## src/rtl/esp_at_pkg.sv

```systemverilog
// Shared types and constants for the ESP32 AT-command sequencer:
// FSM encoding, ASCII result patterns and the fixed command table.
package esp_at_pkg;

  typedef enum logic [2:0] {
    S_IDLE,
    S_SEND,
    S_SEND_CR,
    S_SEND_LF,
    S_WAIT,
    S_DONE
  } state_t;

  localparam int unsigned CMD_MAX  = 16;
  localparam int unsigned CMD_BITS = 8 * CMD_MAX;
  localparam int unsigned IDX_W    = 4;
  localparam int unsigned LEN_W    = 5;
  localparam int unsigned HIST_W   = 56;

  localparam logic [7:0]  ASCII_CR = 8'h0D;
  localparam logic [7:0]  ASCII_LF = 8'h0A;
  localparam logic [31:0] RESP_OK  = {"OK", ASCII_CR, ASCII_LF};
  localparam logic [55:0] RESP_ERR = {"ERROR", ASCII_CR, ASCII_LF};

  // Command strings are right-justified; byte 0 is the most significant used byte.
  localparam logic [CMD_BITS-1:0] CMD_AT     = CMD_BITS'("AT");
  localparam logic [CMD_BITS-1:0] CMD_RST    = CMD_BITS'("AT+RST");
  localparam logic [CMD_BITS-1:0] CMD_CWMODE = CMD_BITS'("AT+CWMODE=1");
  localparam logic [CMD_BITS-1:0] CMD_CIPMUX = CMD_BITS'("AT+CIPMUX=0");

  localparam logic [LEN_W-1:0] LEN_AT     = LEN_W'(2);
  localparam logic [LEN_W-1:0] LEN_RST    = LEN_W'(6);
  localparam logic [LEN_W-1:0] LEN_CWMODE = LEN_W'(11);
  localparam logic [LEN_W-1:0] LEN_CIPMUX = LEN_W'(11);

  function automatic logic [LEN_W-1:0] cmd_len(input logic [7:0] id);
    case (id)
      8'd1:    return LEN_RST;
      8'd2:    return LEN_CWMODE;
      8'd3:    return LEN_CIPMUX;
      default: return LEN_AT;
    endcase
  endfunction

  function automatic logic [7:0] cmd_byte(input logic [7:0] id, input logic [IDX_W-1:0] idx);
    logic [CMD_BITS-1:0] s;
    logic [LEN_W-1:0]    pos;
    case (id)
      8'd1:    s = CMD_RST;
      8'd2:    s = CMD_CWMODE;
      8'd3:    s = CMD_CIPMUX;
      default: s = CMD_AT;
    endcase
    pos = cmd_len(id) - LEN_W'(1) - {1'b0, idx};
    s   = s >> {pos, 3'b000};
    return s[7:0];
  endfunction

endpackage

```

## src/rtl/esp_at_resp_match.sv

```systemverilog
// Seven-byte receive history with clear, plus the OK / ERROR line comparators.
// Comparators look at the history including the byte accepted this cycle.
module esp_at_resp_match
  import esp_at_pkg::*;
(
  input  logic       clk,
  input  logic       rst,
  input  logic       clr,
  input  logic       shift,
  input  logic [7:0] data,
  output logic       hit_ok,
  output logic       hit_err
);

  logic [HIST_W-1:0] hist;
  logic [HIST_W-1:0] hist_next;

  always_comb begin
    hist_next = hist;
    if (shift) hist_next = {hist[HIST_W-9:0], data};
  end

  assign hit_ok  = (hist_next[31:0] == RESP_OK);
  assign hit_err = (hist_next == RESP_ERR);

  always_ff @(posedge clk or negedge rst) begin
    if (!rst)       hist <= '0;
    else if (clr)   hist <= '0;
    else if (shift) hist <= hist_next;
  end

endmodule

```

## src/rtl/esp_at_seq.sv

```systemverilog
// AT-command sequencer: sends a table command plus CR LF, then waits for OK/ERROR.
// Define ESP_AT_TIMEOUT_EN to compile in the response timeout counter.
module esp_at_seq
  import esp_at_pkg::*;
#(
  parameter int unsigned TIMEOUT_CYCLES = 100_000_000,
  parameter int unsigned CMD_W          = 2
) (
  input  logic             clk,
  input  logic             rst,
  input  logic             start,
  input  logic [CMD_W-1:0] cmd_id,
  output logic             busy,
  output logic             done,
  output logic             ok,
  output logic             err,
  output logic             tout,
  output logic [7:0]       tx_data,
  output logic             tx_valid,
  input  logic             tx_ready,
  input  logic [7:0]       rx_data,
  input  logic             rx_valid,
  output logic             rx_ready
);

  if (TIMEOUT_CYCLES < 2) begin : g_bad_timeout
    $error("esp_at_seq: TIMEOUT_CYCLES must be at least 2");
  end

  state_t             state, state_d;
  logic [IDX_W-1:0]   idx, idx_d;
  logic [CMD_W-1:0]   cmd, cmd_d;
  logic               busy_d, done_d, ok_d, err_d, tout_d, tx_valid_d;
  logic [7:0]         tx_data_d;
  logic               wait_clr;
  logic               rx_shift;
  logic               hit_ok, hit_err;
  logic               timeout_hit;

  // The receiver is never back-pressured; bytes outside WAIT are simply dropped.
  assign rx_ready = 1'b1;
  assign rx_shift = (state == S_WAIT) && rx_valid;

  esp_at_resp_match u_match (
    .clk     (clk),
    .rst     (rst),
    .clr     (wait_clr),
    .shift   (rx_shift),
    .data    (rx_data),
    .hit_ok  (hit_ok),
    .hit_err (hit_err)
  );

`ifdef ESP_AT_TIMEOUT_EN
  localparam int unsigned CNT_W = $clog2(TIMEOUT_CYCLES);
  logic [CNT_W-1:0] cnt;

  always_ff @(posedge clk or negedge rst) begin
    if (!rst)                 cnt <= '0;
    else if (wait_clr)        cnt <= '0;
    else if (state == S_WAIT) cnt <= cnt + CNT_W'(1);
  end

  assign timeout_hit = (cnt == CNT_W'(TIMEOUT_CYCLES - 1));
`else
  assign timeout_hit = 1'b0;
`endif

  // Next state and next registered outputs
  always_comb begin
    state_d    = state;
    idx_d      = idx;
    cmd_d      = cmd;
    ok_d       = ok;
    err_d      = err;
    tout_d     = tout;
    done_d     = 1'b0;
    tx_valid_d = tx_valid;
    tx_data_d  = tx_data;
    wait_clr   = 1'b0;

    case (state)
      S_IDLE: begin
        if (start) begin
          cmd_d      = cmd_id;
          ok_d       = 1'b0;
          err_d      = 1'b0;
          tout_d     = 1'b0;
          idx_d      = '0;
          state_d    = S_SEND;
          tx_valid_d = 1'b1;
          tx_data_d  = cmd_byte(8'(cmd_id), IDX_W'(0));
        end
      end
      S_SEND: begin
        if (tx_ready) begin
          if ({1'b0, idx} == cmd_len(8'(cmd)) - LEN_W'(1)) begin
            state_d   = S_SEND_CR;
            tx_data_d = ASCII_CR;
          end else begin
            idx_d     = idx + IDX_W'(1);
            tx_data_d = cmd_byte(8'(cmd), idx + IDX_W'(1));
          end
        end
      end
      S_SEND_CR: begin
        if (tx_ready) begin
          state_d   = S_SEND_LF;
          tx_data_d = ASCII_LF;
        end
      end
      S_SEND_LF: begin
        if (tx_ready) begin
          state_d    = S_WAIT;
          tx_valid_d = 1'b0;
          tx_data_d  = 8'h00;
          wait_clr   = 1'b1;
        end
      end
      S_WAIT: begin
        // A result line completing on the expiry cycle takes priority over timeout
        if (hit_ok) begin
          ok_d    = 1'b1;
          done_d  = 1'b1;
          state_d = S_DONE;
        end else if (hit_err) begin
          err_d   = 1'b1;
          done_d  = 1'b1;
          state_d = S_DONE;
        end else if (timeout_hit) begin
          tout_d  = 1'b1;
          done_d  = 1'b1;
          state_d = S_DONE;
        end
      end
      S_DONE: begin
        state_d = S_IDLE;
      end
      default: begin
        state_d    = S_IDLE;
        tx_valid_d = 1'b0;
      end
    endcase

    busy_d = (state_d != S_IDLE);
  end

  always_ff @(posedge clk or negedge rst) begin
    if (!rst) begin
      state    <= S_IDLE;
      idx      <= '0;
      cmd      <= '0;
      busy     <= 1'b0;
      done     <= 1'b0;
      ok       <= 1'b0;
      err      <= 1'b0;
      tout     <= 1'b0;
      tx_valid <= 1'b0;
      tx_data  <= 8'h00;
    end else begin
      state    <= state_d;
      idx      <= idx_d;
      cmd      <= cmd_d;
      busy     <= busy_d;
      done     <= done_d;
      ok       <= ok_d;
      err      <= err_d;
      tout     <= tout_d;
      tx_valid <= tx_valid_d;
      tx_data  <= tx_data_d;
    end
  end

endmodule

```

## config.mk

```make
export PLATFORM = sky130hd
export DESIGN_NAME = esp_at_seq
export DESIGN_NICKNAME = d
export VERILOG_FILES = /design/src/rtl/esp_at_pkg.sv /design/src/rtl/esp_at_resp_match.sv /design/src/rtl/esp_at_seq.sv
export SDC_FILE = /design/constraint.sdc
export NUM_CORES = 1
export LEC_CHECK = 0
export CAP_MARGIN = 20
export CORE_MARGIN = 4
export CORE_UTILIZATION = 53
export CTS_CLUSTER_SIZE = 40
export DETAILED_ROUTE_END_ITERATION = 6
export PLACE_DENSITY_LB_ADDON = 0.25
export SYNTH_ARGS = -nofsm -noshare
export SYNTH_HDL_FRONTEND = slang
export SYNTH_SLANG_ARGS = --single-unit
```

## constraint.sdc

```tcl
create_clock -name clk -period 2.46 [get_ports clk]
set_input_delay 0.246 -clock clk [delete_from_list [all_inputs] [get_ports clk]]
set_output_delay 0.246 -clock clk [all_outputs]
set_load 0.03 [all_outputs]
```

==> summary by stage <==
Power
The power density normalized to cell area is 1270 nW/um^2. Summed over all cells, the static leakage comes to around 2.1 nW. The largest vdd supply drop is roughly 0.71 mV. Internal power comes to approximately 3.8 mW.

Per report_power, the clock group accounts for 17.0% of the total. Per report_power, the sequential group accounts for 26.1% of the total. Of the total power, the share spent switching nets is approximately two fifths. Combinational logic is responsible for approximately 57% of the overall power. Summed over all nets, the switching power comes to 2.72 mW.

STA
The number of max-slew violations in the final report is 0. On the final layout, the worst hold slack is 0.277 ns. The number of failing setup endpoints in the final timing report is 0. The total count of hold-check failures in the final report is 0. The final critical path takes up between 90% and 100% of the cycle. The slew at the pin with the worst max-slew slack is roughly 0.57 ns. Based on the critical path, the design can be clocked at up to around 420 MHz. The worst clock skew on the final layout is around 0.013 ns. In this run the tightest slew margin relative to its limit is between 60% and 70%.

Setup repair after global routing could not meet its margin everywhere. The smallest clock period supported by the final layout is computed as 2.37 ns.

Synthesis
The fraction of synthesized cell area in xor and xnor cells is 1.19%. The main combinational cell family by area after synthesis is simple AND/OR/NAND/NOR gates. The post-synthesis instance total is 505.

The count of warnings emitted by yosys is 0. Counting distinct cell types in the post-synthesis netlist gives 63. The post-synthesis average cell area is 8.53 um^2. After Yosys synthesis, and, or, nand and nor cells account for about 28% of the synthesized area.

Synthesis inferred a little under 80 register bits. The post-synthesis adder-cell area fraction is between 2 and 2.5%. The area fraction in compound gates after synthesis is around 17%. Of all flip-flops after synthesis, the portion carrying an async set or reset was between 90% and 100%. For this run, the leading register cell type out of synthesis is dfrtp_1.

The cell area after synthesis is roughly 4300 um^2. Yosys mapped a number of flops with a built-in enable equal to 0. Sequential elements use between 40% and 50% of the synthesized area. In the synthesized netlist, mux cells make up approximately 2.4% of the area.

Final layout
The core utilization of the finished layout is between 60% and 70%. The final layout contains 558 nets. The layout has between 600 and 700 filler cells. In the final layout, the share of cells above drive strength 1 is 11.9%. The growth of design area from synthesis to finish is 18.7%.

The antenna diode count is 0.

Floorplan
The die is 98.1 um wide. The area of the die is around 9600 um^2. For this design the top-level I/O count stands at 30. The initial utilization of the core area, before any placement, comes to ~55%. From bottom edge to top edge, the die measures between 90 and 100 um. The placeable core region is 7810 um^2. The number of placement rows is 32.

Global routing
The first global-routing pass estimated around 19000 um of wire. The number of global-route vias before repair is between 3000 and 4000. Summed over all layers, the global routing overflow is 0. The initial antenna violation count is 0. The largest net degree at the start of global routing is 67. Global routing consumed, over all layers together, a little under a quarter of the routing resources.

Route
The remaining antenna violation count is 0. In the routed design, unresolved DRC markers number 0. The routed design uses around 490 um of met3 wire.

After detailed routing, the wire length on met1 is between 4000 and 5000 um. Dividing the detail-routed wire length by the instance count gives between 15 and 20 um. The detail-routed via count per cell is just over 6. The DRC violation total after the first TritonRoute iteration is 231. The detailed-route wire length is between 10000 and 15000 um. The met2 routed wirelength is 5410 um. The pre-antenna-repair detailed-routing pass consisted of 5 iterations.

The overall via count from detail_route is 3876. The highest signal layer in the routed design is met4.

Setup path
The capture point of the worst reg-to-reg path is tx_data[3]. In this run the worst path has a maximum fanout of 6. The worst path arrival time is 2.60 ns. The startpoint identified for the worst register-to-register timing path is idx[0]. The startpoint type of the worst setup path is a flop. The data required time at the worst endpoint is 2.69 ns. The setup check on the worst reg-to-reg path leaves a slack of a little over 0.09 ns. The depth of the worst register-to-register path is 8.

The class of the most critical setup path is reg2reg. STA classifies the critical path endpoint as a flop.

Placement
The post-detailed-placement half-perimeter wirelength is ~7500 um. The number of buffers added on ports is 26. At the end of routability-driven placement, the weighted congestion stood at roughly 0.9.

Min path
The path class of the tightest hold or removal check is in2async.

CTS
The clock tree synthesis step divided the H-tree into 3 levels. At the later pin of the worst-skew pair, clock insertion delay measures 0.35 ns. The number of buffers on the longest clock path is 2. Clock tree synthesis inserted a total of 9 buffers. In this run the post-CTS setup repair buffer count came out at 0.

The clock root buffer is clkbuf_8. The clock edge transition at the registers on the reported setup and hold paths is 0.09 ns. The clock net sink count is between 70 and 80. TritonCTS built the clock tree.

Job
The tool flagged a number of max-cap violations equal to 0.

Run status
The flow ran to the end, and the final reports show no timing, DRC or antenna violations.
==> what timing repair did <==
action,CTS,global route
pin swaps,0,1
endpoints found under the hold margin,11,0
resized for setup,4,10
hold buffers,1,0
setup endpoints to repair,4,7
==> sequential cells by signal, summed over array words and instances, names as in the netlist <==
signal        flops
u_match.hist     56
idx               4
ok                1
state             3
err               1
busy              1
tx_data           7
cmd               2
tx_valid          1
done              1
==> layout by cell type (no fill, tap or decap), types with 6 or more instances in the layout <==
master / Yosys / routed
nand2_1: 137 / 137
dfrtp_1: 77 / 77
a21oi_1: 66 / 66
clkdlybuf4s50_1: 0 / 25
buf_4: 3 / 23
nor2_1: 19 / 17
nand3_1: 16 / 16
o21ai_0: 14 / 13
clkbuf_8: 0 / 11
nor2b_1: 9 / 9
inv_1: 8 / 8
nand4b_1: 8 / 8
nor4b_1: 7 / 7
nand4_1: 7 / 7
mux2i_1: 7 / 7
a211oi_1: 6 / 6
a31oi_1: 6 / 6
ha_1: 8 / 6
==> kinds of logic after synthesis <==
group,count (synthesis)
AND/OR/NAND/NOR,241
flip-flops,77
multiplexers,10
XOR/XNOR,5
adder cells (fa/ha/maj),8
buffers and inverters,42
AO/OA/AOI/OAI,120
other,2
==> cell type report <==
cell class                      count  area, um^2  area share, %
Timing Repair Buffer               52         493           9.64
Clock buffer                       11         151           2.96
Inverter                            8        30.0          0.587
Sequential cell                    77        1930           37.7
Tap cell                          102         128           2.50
Multi-Input combinational cell    387        2300           45.0
Clock inverter                      5        81.3           1.59
==> routing by layer <==
| layer | global-route usage (%) | up-vias |
|---|---|---|
| met5 | 0 | - |
| met4 | 10.6 | 0 |
| met3 | 3.64 | 20 |
| met2 | 37.9 | 121 |
| met1 | 30.8 | 1902 |
| li1 | - | 1833 |
==> power by group through the flow <==
stage | sequential [mW] | clock (mW) | combinational, mW
floorplan | 1.73 | 0 | 2.24
CTS | 1.69 | 1.12 | 3.35
global placement | 1.70 | 0 | 3.21
finish | 1.70 | 1.10 | 3.70
detailed placement | 1.71 | 0 | 3.26
global route | 1.72 | 1.19 | 4.01
==> worst max-delay path: stages, from the launching register on <==
cell and delay [ns]:
dfrtp_1 0.43, ha_1 0.25, xnor2_2 0.17, ha_4 0.36, xor2_4 0.21, and2_4 0.20, o21ai_1 0.07, a221o_1 0.34
a41o_1 0.23
==> worst max path at each step <==
| stage | start | to | slack [ns] | cells after the start |
|---|---|---|---|---|
| 5_1_grt | idx[0] | tx_data[1] | -0.01 | 9 |
| 3_5_place_dp | idx[0] | tx_data[3] | -0.09 | 8 |
| 4_1_cts | idx[0] | tx_data[3] | 0.003 | 8 |
| 3_3_place_gp | idx[0] | tx_data[0] | 0.003 | 8 |
| 6_report | idx[0] | tx_data[3] | 0.09 | 8 |
| 2_1_floorplan | cmd[1] | tx_data[3] | 0.05 | 8 |
==> synth_stat cells, drive strengths merged (2+ instances only) <==
| cell | number | share of area (%) |
|---|---|---|
| nand4 | 7 | 1.0 |
| mux2i | 7 | 1.6 |
| clkbuf | 15 | 1.3 |
| or3 | 2 | 0.29 |
| o22ai | 4 | 0.87 |
| a211o | 3 | 0.61 |
| nor2b | 9 | 1.3 |
| a221oi | 2 | 0.41 |
| xnor2 | 2 | 0.41 |
| nor3 | 2 | 0.35 |
| nand3b | 2 | 0.35 |
| nand2b | 3 | 0.44 |
| and2 | 2 | 0.35 |
| a21o | 2 | 0.35 |
| ha | 8 | 2.3 |
| nand4bb | 2 | 0.52 |
| inv | 8 | 0.70 |
| mux2 | 3 | 0.78 |
| nand2 | 137 | 12 |
| a21oi | 66 | 7.7 |
| dfrtp | 77 | 45 |
| a41o | 2 | 0.46 |
| a31oi | 6 | 0.87 |
| and4b | 3 | 0.70 |
| o21a | 2 | 0.35 |
| a211oi | 6 | 1.0 |
| buf | 19 | 2.4 |
| xor2 | 3 | 0.78 |
| or4 | 5 | 0.96 |
| nand3 | 16 | 1.9 |
| nor4b | 7 | 1.4 |
| o21ai | 16 | 1.9 |
| nor4bb | 4 | 0.93 |
| conb | 2 | 0.17 |
| nor3b | 3 | 0.52 |
| nand4b | 8 | 1.6 |
| nor2 | 20 | 1.8 |
| nor4 | 5 | 0.73 |
==> through the flow <==
stage	setup slack (ns)	power, mW	std cells	instance area, um^2	TNS [ns]
final	0.0912	6.50	642	5110	0
after global routing	-0.0103	6.92	642	5110	-0.0103
after CTS	0.00284	6.16	642	5040	0
after detailed placement	-0.0859	4.97	625	4790	-0.236
after global placement	0.00344	4.92	625	4790	0
after floorplan	0.0511	3.97	506	4310	0
No activity file was read; power rests on OpenSTA's default activity.
